File: src/rtl/mult_arbiter_if.sv
// mult_arbiter_if: requester handshake and shared-multiplier bus for mult_arbiter.
interface mult_arbiter_if #(parameter int N_REQ = 4);
  logic [N_REQ-1:0]    req;
  logic [N_REQ-1:0]    ack;
  logic [N_REQ*16-1:0] op_a;
  logic [N_REQ*16-1:0] op_b;
  logic [31:0]         result;
  logic                err;
  logic                busy;
  logic                mult_init;
  logic [15:0]         mult_a;
  logic [15:0]         mult_b;
  logic [31:0]         mult_pp;
  logic                mult_done;
  modport master (
    input  req, op_a, op_b, mult_pp, mult_done,
    output ack, result, err, busy, mult_init, mult_a, mult_b
  );
  modport slave (
    output req, op_a, op_b, mult_pp, mult_done,
    input  ack, result, err, busy, mult_init, mult_a, mult_b
  );
endinterface

File: src/rtl/mult_arbiter.sv
// mult_arbiter: round-robin arbiter sharing one 16x16 multiplier among N_REQ requesters.
module mult_arbiter #(
  parameter int N_REQ    = 4,
  parameter int INIT_CYC = 2,
  parameter int TIMEOUT  = 255
) (
  input logic clk,
  input logic rst,
  mult_arbiter_if.master bus
);
  localparam int IW = $clog2(N_REQ);
  localparam int CW = $clog2(TIMEOUT + 1);
  localparam int LW = $clog2(INIT_CYC + 1);
  typedef enum logic [1:0] {IDLE, LAUNCH, WAIT, DELIVER} state_t;
  state_t state, nxt;
  logic [IW-1:0] grant_idx, last_idx, win;
  logic [CW-1:0] wcnt;
  logic [LW-1:0] icnt;
  logic timed_out, take, expire;
  // walk the ring backwards so the first requester after last_idx wins
  always_comb begin
    win = '0;
    for (int k = N_REQ - 1; k >= 0; k--)
      if (bus.req[(int'(last_idx) + 1 + k) % N_REQ]) win = IW'((int'(last_idx) + 1 + k) % N_REQ);
  end
  // a done level left over from the previous operation is never taken in the first WAIT cycle
  assign take   = state == WAIT && wcnt != '0 && bus.mult_done;
  assign expire = state == WAIT && !take && wcnt == CW'(TIMEOUT - 1);
  always_comb begin
    nxt = state;
    case (state)
      IDLE:    nxt = |bus.req ? LAUNCH : IDLE;
      LAUNCH:  nxt = icnt == LW'(INIT_CYC - 1) ? WAIT : LAUNCH;
      WAIT:    nxt = take || expire ? DELIVER : WAIT;
      DELIVER: nxt = IDLE;
      default: nxt = IDLE;
    endcase
  end
  always_ff @(posedge clk) begin
    if (rst) begin
      state      <= IDLE;
      bus.result <= '0;
      bus.mult_a <= '0;
      bus.mult_b <= '0;
      grant_idx  <= '0;
      last_idx   <= IW'(N_REQ - 1);
      icnt       <= '0;
      wcnt       <= '0;
      timed_out  <= 1'b0;
    end else begin
      state <= nxt;
      icnt  <= state == LAUNCH ? icnt + 1'b1 : '0;
      wcnt  <= state == WAIT ? wcnt + 1'b1 : '0;
      if (state == IDLE && |bus.req) begin
        bus.mult_a <= bus.op_a[16*int'(win) +: 16];
        bus.mult_b <= bus.op_b[16*int'(win) +: 16];
        grant_idx  <= win;
        timed_out  <= 1'b0;
      end
      if (take) bus.result <= bus.mult_pp;
      if (expire) begin
        bus.result <= '1;
        timed_out  <= 1'b1;
      end
      if (take || expire) last_idx <= grant_idx;
    end
  end
  assign bus.busy      = state != IDLE;
  assign bus.mult_init = state == LAUNCH;
  assign bus.ack       = state == DELIVER ? {{(N_REQ-1){1'b0}}, 1'b1} << grant_idx : '0;
  assign bus.err       = state == DELIVER && timed_out;
endmodule
File: src/flat_wrapper.sv
// flat-port wrapper written by rule: the top's interface ports become plain ports
module mult_arbiter_flat 
#(
  parameter int N_REQ    = 4,
  parameter int INIT_CYC = 2,
  parameter int TIMEOUT  = 255
)
  (clk, rst, bus_req, bus_op_a, bus_op_b, bus_mult_pp, bus_mult_done, bus_ack, bus_result, bus_err, bus_busy, bus_mult_init, bus_mult_a, bus_mult_b);
  mult_arbiter_if #(.N_REQ(N_REQ)) bus_i ();
  input logic clk;
  input logic rst;
  input wire logic [$bits(bus_i.req)-1:0] bus_req;
  input wire logic [$bits(bus_i.op_a)-1:0] bus_op_a;
  input wire logic [$bits(bus_i.op_b)-1:0] bus_op_b;
  input wire logic [$bits(bus_i.mult_pp)-1:0] bus_mult_pp;
  input wire logic [$bits(bus_i.mult_done)-1:0] bus_mult_done;
  output wire logic [$bits(bus_i.ack)-1:0] bus_ack;
  output wire logic [$bits(bus_i.result)-1:0] bus_result;
  output wire logic [$bits(bus_i.err)-1:0] bus_err;
  output wire logic [$bits(bus_i.busy)-1:0] bus_busy;
  output wire logic [$bits(bus_i.mult_init)-1:0] bus_mult_init;
  output wire logic [$bits(bus_i.mult_a)-1:0] bus_mult_a;
  output wire logic [$bits(bus_i.mult_b)-1:0] bus_mult_b;
  assign bus_i.req = bus_req;
  assign bus_i.op_a = bus_op_a;
  assign bus_i.op_b = bus_op_b;
  assign bus_i.mult_pp = bus_mult_pp;
  assign bus_i.mult_done = bus_mult_done;
  assign bus_ack = bus_i.ack;
  assign bus_result = bus_i.result;
  assign bus_err = bus_i.err;
  assign bus_busy = bus_i.busy;
  assign bus_mult_init = bus_i.mult_init;
  assign bus_mult_a = bus_i.mult_a;
  assign bus_mult_b = bus_i.mult_b;
  mult_arbiter #(.N_REQ(N_REQ), .INIT_CYC(INIT_CYC), .TIMEOUT(TIMEOUT)) u_core (.clk(clk), .rst(rst), .bus(bus_i));
endmodule
File: config.mk
export PLATFORM = sky130hd
export DESIGN_NAME = mult_arbiter_flat
export DESIGN_NICKNAME = d
export VERILOG_FILES = /design/src/rtl/mult_arbiter_if.sv /design/src/rtl/mult_arbiter.sv /design/src/flat_wrapper.sv
export SDC_FILE = /design/constraint.sdc
export NUM_CORES = 1
export LEC_CHECK = 0
export BUFFER_PORTS_ARGS = -buffer_cell sky130_fd_sc_hd__buf_2
export CORE_MARGIN = 10
export CORE_UTILIZATION = 40
export DETAILED_ROUTE_END_ITERATION = 10
export GPL_TIMING_DRIVEN = 0
export PLACE_DENSITY = 0.77
export SLEW_MARGIN = 20
export SYNTH_ARGS = -nofsm -noshare
export SYNTH_HDL_FRONTEND = slang
export SYNTH_SLANG_ARGS = --single-unit
File: constraint.sdc
create_clock -name clk -period 1.6 [get_ports clk]
set_input_delay 0 -clock clk [delete_from_list [all_inputs] [get_ports clk]]
set_output_delay 0 -clock clk [all_outputs]
set_load 0.1 [all_outputs]
# Yosys cells after proc, flatten, opt, wreduce, memory -nomap -nowiden
# Cells that the tools add are included.
# W data, S select, Z words.
dict set report word_totals {
  regBits 81
  latchBits 0
  ram_bits 0
  mem_bits_ro 0
  input_bits 167
  output_inout_bits 71
  mem_count 0
}
dict set report classes {
  n_addsub 6
  mul 0
  n_div 0
  order_cmp 4
  n_eq_ne 5
  shift 3
  n_mux 25
  bitwise_logic 6
  reduce_logical 20
}
# cell count
set ops {}
lappend ops {{$shiftx A64 B7 Y16} 2}
lappend ops {{$add A32 B3 Y32 const B} 2}
lappend ops {{$mux W32} 2}
lappend ops {{$add A32 B2 Y32 const B} 1}
lappend ops {{$lt A3 B4 Y1 const B} 4}
lappend ops {{$mux W1} 12}
lappend ops {{$reduce_or A2 Y1} 6}
lappend ops {{$mux W2} 5}
lappend ops {{$add A8 B1 Y8 const B} 1}
lappend ops {{$bmux W1 S2} 4}
lappend ops {{$eq A8 B8 Y1 const B} 1}
lappend ops {{$pmux W2 S4} 1}
lappend ops {{$reduce_bool A8 Y1} 1}
lappend ops {{$logic_and A1 B1 Y1} 6}
lappend ops {{$reduce_bool A2 Y1} 3}
lappend ops {{$eq A2 B1 Y1 const B} 2}
lappend ops {{$eq A2 B2 Y1 const B} 2}
lappend ops {{$mux W4} 1}
lappend ops {{$reduce_or A4 Y1} 1}
lappend ops {{$shl A1 B2 Y4 const A} 1}
lappend ops {{$add A2 B1 Y3 const B} 1}
lappend ops {{$and A1 B1 Y1} 3}
lappend ops {{$add A2 B1 Y2 const B} 1}
lappend ops {{$logic_not A2 Y1} 1}
lappend ops {{other kinds (4)} 5}

# Depth between registers and ports, before layout
dict set report logic_depth {
  depth_word 12
  ltp_mapped 9
  ltp_nobuf 7
}

# Worst setup path before layout
# No wires, ideal clock.
dict set report synth_path {
  path_kind {register to output}
  start {register u_core.grant_idx[0]}
  end {output port bus_ack[1]}
  arrival_time_ns 2.484
  required_time_ns 1.600
  path_slack_ns -0.884
  path_stages_with_launch 3
  cell_sequence {dfxtp_1 > inv_1 > nor3_1}
}
dict set report synth_via {
  elab_chain_cells 2
}
# item line
set synth_rtl {}
lappend synth_rtl {{start: declaration} mult_arbiter.sv:16} ;# logic [IW-1:0] grant_idx, last_idx, win;
lappend synth_rtl {{start signal: assignment} mult_arbiter.sv:57} ;# grant_idx <= win;
lappend synth_rtl {{$shl A1 B2 Y4} mult_arbiter.sv:70} ;# assign bus.ack = state == DELIVER ? {{(N_REQ-1){1'b0}}, 1'b1} << grant_idx : '0;
lappend synth_rtl {{$mux W4} mult_arbiter.sv:70}
lappend synth_rtl {{end: declaration} flat_wrapper.sv:17} ;# output wire logic [$bits(bus_i.ack)-1:0] bus_ack;
# Every way passes these cells.

# Worst setup path in the final report
dict set report layout_path {
  start {register u_core.state[0]}
  end {register u_core.bus.mult_b[0]}
}
dict set report layout_via {
  elab_chain_cells 2
}
# item line
set layout_rtl {}
lappend layout_rtl {{start: declaration} mult_arbiter.sv:15} ;# state_t state, nxt;
lappend layout_rtl {{start signal: assignment} mult_arbiter.sv:51} ;# state <= nxt;
lappend layout_rtl {{$logic_not A2 Y1} mult_arbiter.sv:54} ;# if (state == IDLE && |bus.req) begin
lappend layout_rtl {{$logic_and A1 B1 Y1} mult_arbiter.sv:54}
lappend layout_rtl {{end signal: assignment} mult_arbiter.sv:56} ;# bus.mult_b <= bus.op_b[16*int'(win) +: 16];
lappend layout_rtl {{end: declaration} mult_arbiter_if.sv:17} ;# output ack, result, err, busy, mult_init, mult_a, mult_b
# Every way passes these cells.
# A chain may end at the register's enable or synchronous reset.

==> results.sh <==
export IMPL_power_frac_seq=0.366
export IMPL_yosys_mux_area_fraction=0.150
export IMPL_power_static_leakage_uw=0.00331
export IMPL_detailedRoute_firstPassIterationCount=4
export IMPL_yosys_area_share_xor_xnor=0.00845
export IMPL_floorplan_io_pins=238
export IMPL_dieHeight_um=122
export IMPL_worstReg2RegStart="u_core.state[0]"
export IMPL_initialDrtViolationCount=307
export IMPL_ff_latch_area_sq_um=1630
export IMPL_groute_layer_met2_usage=0.381
export IMPL_synth_compound_gate_area_share=0.212
export IMPL_placeableCoreArea_sq_um=10200
export IMPL_violations_in_the_final_reports="setup timing"
export IMPL_sink_of_the_worst_hold_path="u_core.bus.mult_a[6]"
export IMPL_final_period_minus_worst_setup_slack_ns=1.78
export IMPL_min_period_over_period=1.11
export IMPL_post_placement_worst_setup_slack_ns=-0.258
export IMPL_grt_overflow=0
export IMPL_avgViaCountPerCell=5.40
export IMPL_die_w_um=122
export IMPL_synth_seq_area_share=0.391
export IMPL_place_gp_congestion=0.950
export IMPL_placement_rows=37
export IMPL_p_sw_frac=0.408
export IMPL_cp_max_fo=10
export IMPL_grt_pass1_vias=4789
export IMPL_synth_fa_ha_area_frac=0.0121
export IMPL_p_sw_uw=2480
export IMPL_avgSynthCellArea_sq_um=9.64
export IMPL_postRouteWirelength_um=19300
export IMPL_max_slew_margin=0.580
export IMPL_flow_area_growth_from_synthesis_pct=78.1
export IMPL_clock_skew_final_ns=0.0136
export IMPL_cts_reportedPaths_clkPinSlew_ns=0.09
export IMPL_clock_root_buffer="sky130_fd_sc_hd__clkbuf_8"
export IMPL_report_final_slew_viol_count=0
export IMPL_regToRegSetupSlack_ns=-0.18
export IMPL_r2r_end="u_core.bus.mult_b[0]"
export IMPL_cts_htree_levels=3
export IMPL_synth_yosys_warnings=0
export IMPL_detail_route_drc_violations=0
export IMPL_grt_max_usage_layer="met2"
export IMPL_final_layout_size_suffix_gt1_frac=0.588
export IMPL_numPortBuffers=237
export IMPL_globalRouteMet3Util=0.0689
export IMPL_synth_cell_type_count=41
export IMPL_die_area_sq_um=14800
export IMPL_timing_final_ws_setup_ns=-0.181
export IMPL_tns_ns=-2.02
export IMPL_min_delay_path_class="primary input to flip-flop"
export IMPL_tritoncts_num_sinks=81
export IMPL_final_cell_count_no_fill=891
export IMPL_critical_path_max_stage_delay_ns=0.36
export IMPL_final_layout_net_count=916
export IMPL_detailroute_via_count=4811
export IMPL_final_antenna_net_count=0
export IMPL_grt_start_max_net_pins=16
export IMPL_antenna_found_initial=5
export IMPL_worst_ir_drop_vdd_mv=0.545
export IMPL_internal_cell_power_uw=3590
export IMPL_final_hold_viol_count=0
export IMPL_ctsLongestPathBuffers=2
export IMPL_rr_worst_depth=6
export IMPL_cts_buf_count=9
export IMPL_cts_tree="built"
export IMPL_worstSetupPathType="flip-flop to flip-flop"
export IMPL_holdPathStages=3
export IMPL_insertion_delay_ns=0.34
export IMPL_crit_arrival_ns=2.01
export IMPL_synth_fp_nets=601
export IMPL_setup_worst_path_start_class="flip-flop"
export IMPL_share_comb_of_total_power=0.409
export IMPL_synth_top_family_by_area="compound AO/OA/AOI/OAI gates"
export IMPL_gr_usage_all_layers=0.206
export IMPL_power_density_cell_area_nw_per_um2=822
export IMPL_maxCapViolations=0
export IMPL_fmaxAchievable_ghz=0.562
export IMPL_synth_async_sr_flop_share=0
export IMPL_dp_hpwl_um=11900
export IMPL_report_final_setup_viol=42
export IMPL_effective_utilization_at_floorplan=0.405
export IMPL_worst_ep_required_time_ns=1.83
export IMPL_worst_setup_path_end_kind="flip-flop"
export IMPL_yosys_area_share_simple=0.168
export IMPL_cp_cell_sequence="or2_4 > a21oi_4 > buf_12 > clkbuf_2 > o21bai_1 > a221oi_2"
export IMPL_clkPwrFrac=0.226
export IMPL_ys_seq_elements=81
export IMPL_cells_after_dpl=803
export IMPL_grt_setup_unrepaired="true"
export IMPL_postSynthCellCount=430
export IMPL_final_fill_count=694
export IMPL_netlist_area_sq_um=4140
export IMPL_routedWlPerCell_um=21.6
export IMPL_result_of_the_run="finished, violations left"
export IMPL_multiInputGateArea_sq_um=3090
export IMPL_hold_path_startpoint="bus_op_a[38]"
export IMPL_tightestPinTransition_ns=0.630
export IMPL_crit_slowest_cell="sky130_fd_sc_hd__dfxtp_2"
export IMPL_grt_pass1_wl_um=24700
export IMPL_grt_util_met1=0.205
export IMPL_count_of_flip_flops_with_a_built_in_enable_after_synthesis=0
export IMPL_synthFlopType="sky130_fd_sc_hd__dfxtp_1"
==> critical path: cells and delay by family, from the launching register on <==
kind                   cells  cell delay [ns]
buffers and inverters      2             0.36
AO/OA/AOI/OAI              3             0.66
AND/OR/NAND/NOR            1             0.29
flip-flops                 1             0.36
==> cells by family (layout without fill, tap and decap cells) <==
group           count (synthesis)  count (layout)
flops                          81              81
simple gates                  151             151
other cells                     0               5
mux                            62              62
compound gates                 89              89
xor+xnor                        4               4
fa+ha+maj                       4               4
buf+inv                        39             359
==> power by group through the flow <==
stage               sequential (uW)  clock (uW)  combinational, uW
floorplan                      3010           0                682
global placement               2240           0               1910
detailed placement             2250           0               1930
CTS                            2200        1400               2130
global route                   2230        1470               2570
finish                         2220        1370               2480
==> worst max path at each step <==
stage,start,end,cells after the start
floorplan,u_core.grant_idx[1],bus_ack[2],2
global placement,u_core.last_idx[0],u_core.bus.mult_a[15],7
detailed placement,u_core.wcnt[0],u_core.bus.result[8],8
CTS,u_core.wcnt[0],u_core.bus.result[18],10
global route,u_core.last_idx[0],u_core.bus.mult_b[3],7
finish,u_core.state[0],u_core.bus.mult_b[0],6
==> final cells by class <==
cell class	instances	share of cell area
inverter	6	0.00305
multi-input combinational	310	0.418
clock inverter	7	0.00695
sequential	81	0.221
clock buffer	9	0.0168
timing repair buffer	304	0.262
buffer	33	0.0475
tap	136	0.0231
antenna	5	0.00170
==> per-layer routing <==
layer  vias to the layer above  routed length, um
met4                         0                882
met2                       232              10400
li1                       2202                  -
met3                        58               1570
met5                         -                  0
met1                      2319               6410
==> cell usage after synthesis, types with 2 or more instances <==
master / count / area share
sky130_fd_sc_hd__a211o_1: 2 / 0.0042
sky130_fd_sc_hd__a21bo_2: 2 / 0.0048
sky130_fd_sc_hd__a21o_1: 2 / 0.0036
sky130_fd_sc_hd__a21oi_1: 6 / 0.0072
sky130_fd_sc_hd__a221oi_2: 30 / 0.11
sky130_fd_sc_hd__and3_1: 3 / 0.0045
sky130_fd_sc_hd__buf_1: 3 / 0.0027
sky130_fd_sc_hd__buf_12: 3 / 0.014
sky130_fd_sc_hd__buf_2: 11 / 0.013
sky130_fd_sc_hd__buf_6: 3 / 0.0082
sky130_fd_sc_hd__clkbuf_1: 12 / 0.011
sky130_fd_sc_hd__dfxtp_1: 81 / 0.39
sky130_fd_sc_hd__ha_1: 4 / 0.012
sky130_fd_sc_hd__inv_1: 6 / 0.0054
sky130_fd_sc_hd__mux2i_1: 62 / 0.15
sky130_fd_sc_hd__nand2_1: 3 / 0.0027
sky130_fd_sc_hd__nand2b_1: 5 / 0.0075
sky130_fd_sc_hd__nand3_1: 5 / 0.0060
sky130_fd_sc_hd__nand3b_1: 2 / 0.0036
sky130_fd_sc_hd__nand4_1: 3 / 0.0045
sky130_fd_sc_hd__nor2_1: 81 / 0.073
sky130_fd_sc_hd__nor2b_1: 4 / 0.0060
sky130_fd_sc_hd__nor3_1: 38 / 0.046
sky130_fd_sc_hd__o21a_1: 2 / 0.0036
sky130_fd_sc_hd__o21ai_0: 6 / 0.0072
sky130_fd_sc_hd__o21bai_1: 30 / 0.054
sky130_fd_sc_hd__o221ai_1: 2 / 0.0042
sky130_fd_sc_hd__o31ai_1: 2 / 0.0036
sky130_fd_sc_hd__or2_1: 2 / 0.0030
sky130_fd_sc_hd__or3_1: 2 / 0.0030
sky130_fd_sc_hd__xor2_1: 3 / 0.0063
==> stage by stage <==
step | util | total power [uW] | area, sq um | hold WS [ns]
after global routing | 0.721 | 6260 | 7380 | 0.00619
after floorplan | - | 3690 | 4190 | 0.171
final | 0.721 | 6070 | 7380 | 0.0143
after global placement | 0.542 | 4150 | 5550 | 0.256
after detailed placement | 0.542 | 4180 | 5550 | 0.271
after CTS | 0.640 | 5740 | 6550 | 0.00605
==> state kept, by name (all words and copies together), names as in the netlist, named ones only <==
| register | cells |
|---|---|
| u_core.bus.mult_a | 16 |
| u_core.state | 1 |
| u_core.bus.result | 32 |
| u_core.bus.mult_b | 16 |
| u_core.last_idx | 2 |
| u_core.timed_out | 1 |
| u_core.icnt | 2 |
| u_core.wcnt | 8 |
| u_core.grant_idx | 2 |
==> cell usage in the layout (no fill, tap or decap), types with 3 or more instances in the layout <==
master and instances:
sky130_fd_sc_hd__nor2_2 16, sky130_fd_sc_hd__dfxtp_2 4, sky130_fd_sc_hd__buf_2 236, sky130_fd_sc_hd__mux2i_1 15
sky130_fd_sc_hd__nor3_2 12, sky130_fd_sc_hd__buf_4 16, sky130_fd_sc_hd__buf_6 11, sky130_fd_sc_hd__o21ai_0 6
sky130_fd_sc_hd__a21oi_1 4, sky130_fd_sc_hd__a221oi_2 30, sky130_fd_sc_hd__nand2b_1 4, sky130_fd_sc_hd__diode_2 5
sky130_fd_sc_hd__dlygate4sd3_1 42, sky130_fd_sc_hd__clkbuf_16 5, sky130_fd_sc_hd__inv_6 3, sky130_fd_sc_hd__buf_12 9
sky130_fd_sc_hd__nor2b_1 3, sky130_fd_sc_hd__dfxtp_1 76, sky130_fd_sc_hd__inv_1 4, sky130_fd_sc_hd__nor2_4 7
sky130_fd_sc_hd__xor2_1 3, sky130_fd_sc_hd__mux2i_2 8, sky130_fd_sc_hd__nor3_1 25, sky130_fd_sc_hd__nor2_1 58
sky130_fd_sc_hd__o21bai_1 30, sky130_fd_sc_hd__nand4_1 3, sky130_fd_sc_hd__and3_1 3, sky130_fd_sc_hd__clkbuf_1 9
sky130_fd_sc_hd__nand3_1 4, sky130_fd_sc_hd__clkbuf_8 9, sky130_fd_sc_hd__buf_8 5, sky130_fd_sc_hd__clkbuf_2 3
sky130_fd_sc_hd__mux2i_4 39
==> timing repair <==
action / CTS / global route
cloned: 3 / 6
endpoints found under the hold margin: 35 / 3
hold buffers: 37 / 5
buffers inserted: 12 / 5
endpoints found under the setup margin: 68 / 71
gates resized for setup: 83 / 118
pin swaps: 20 / 30
No activity file was read; power rests on OpenSTA's default activity.
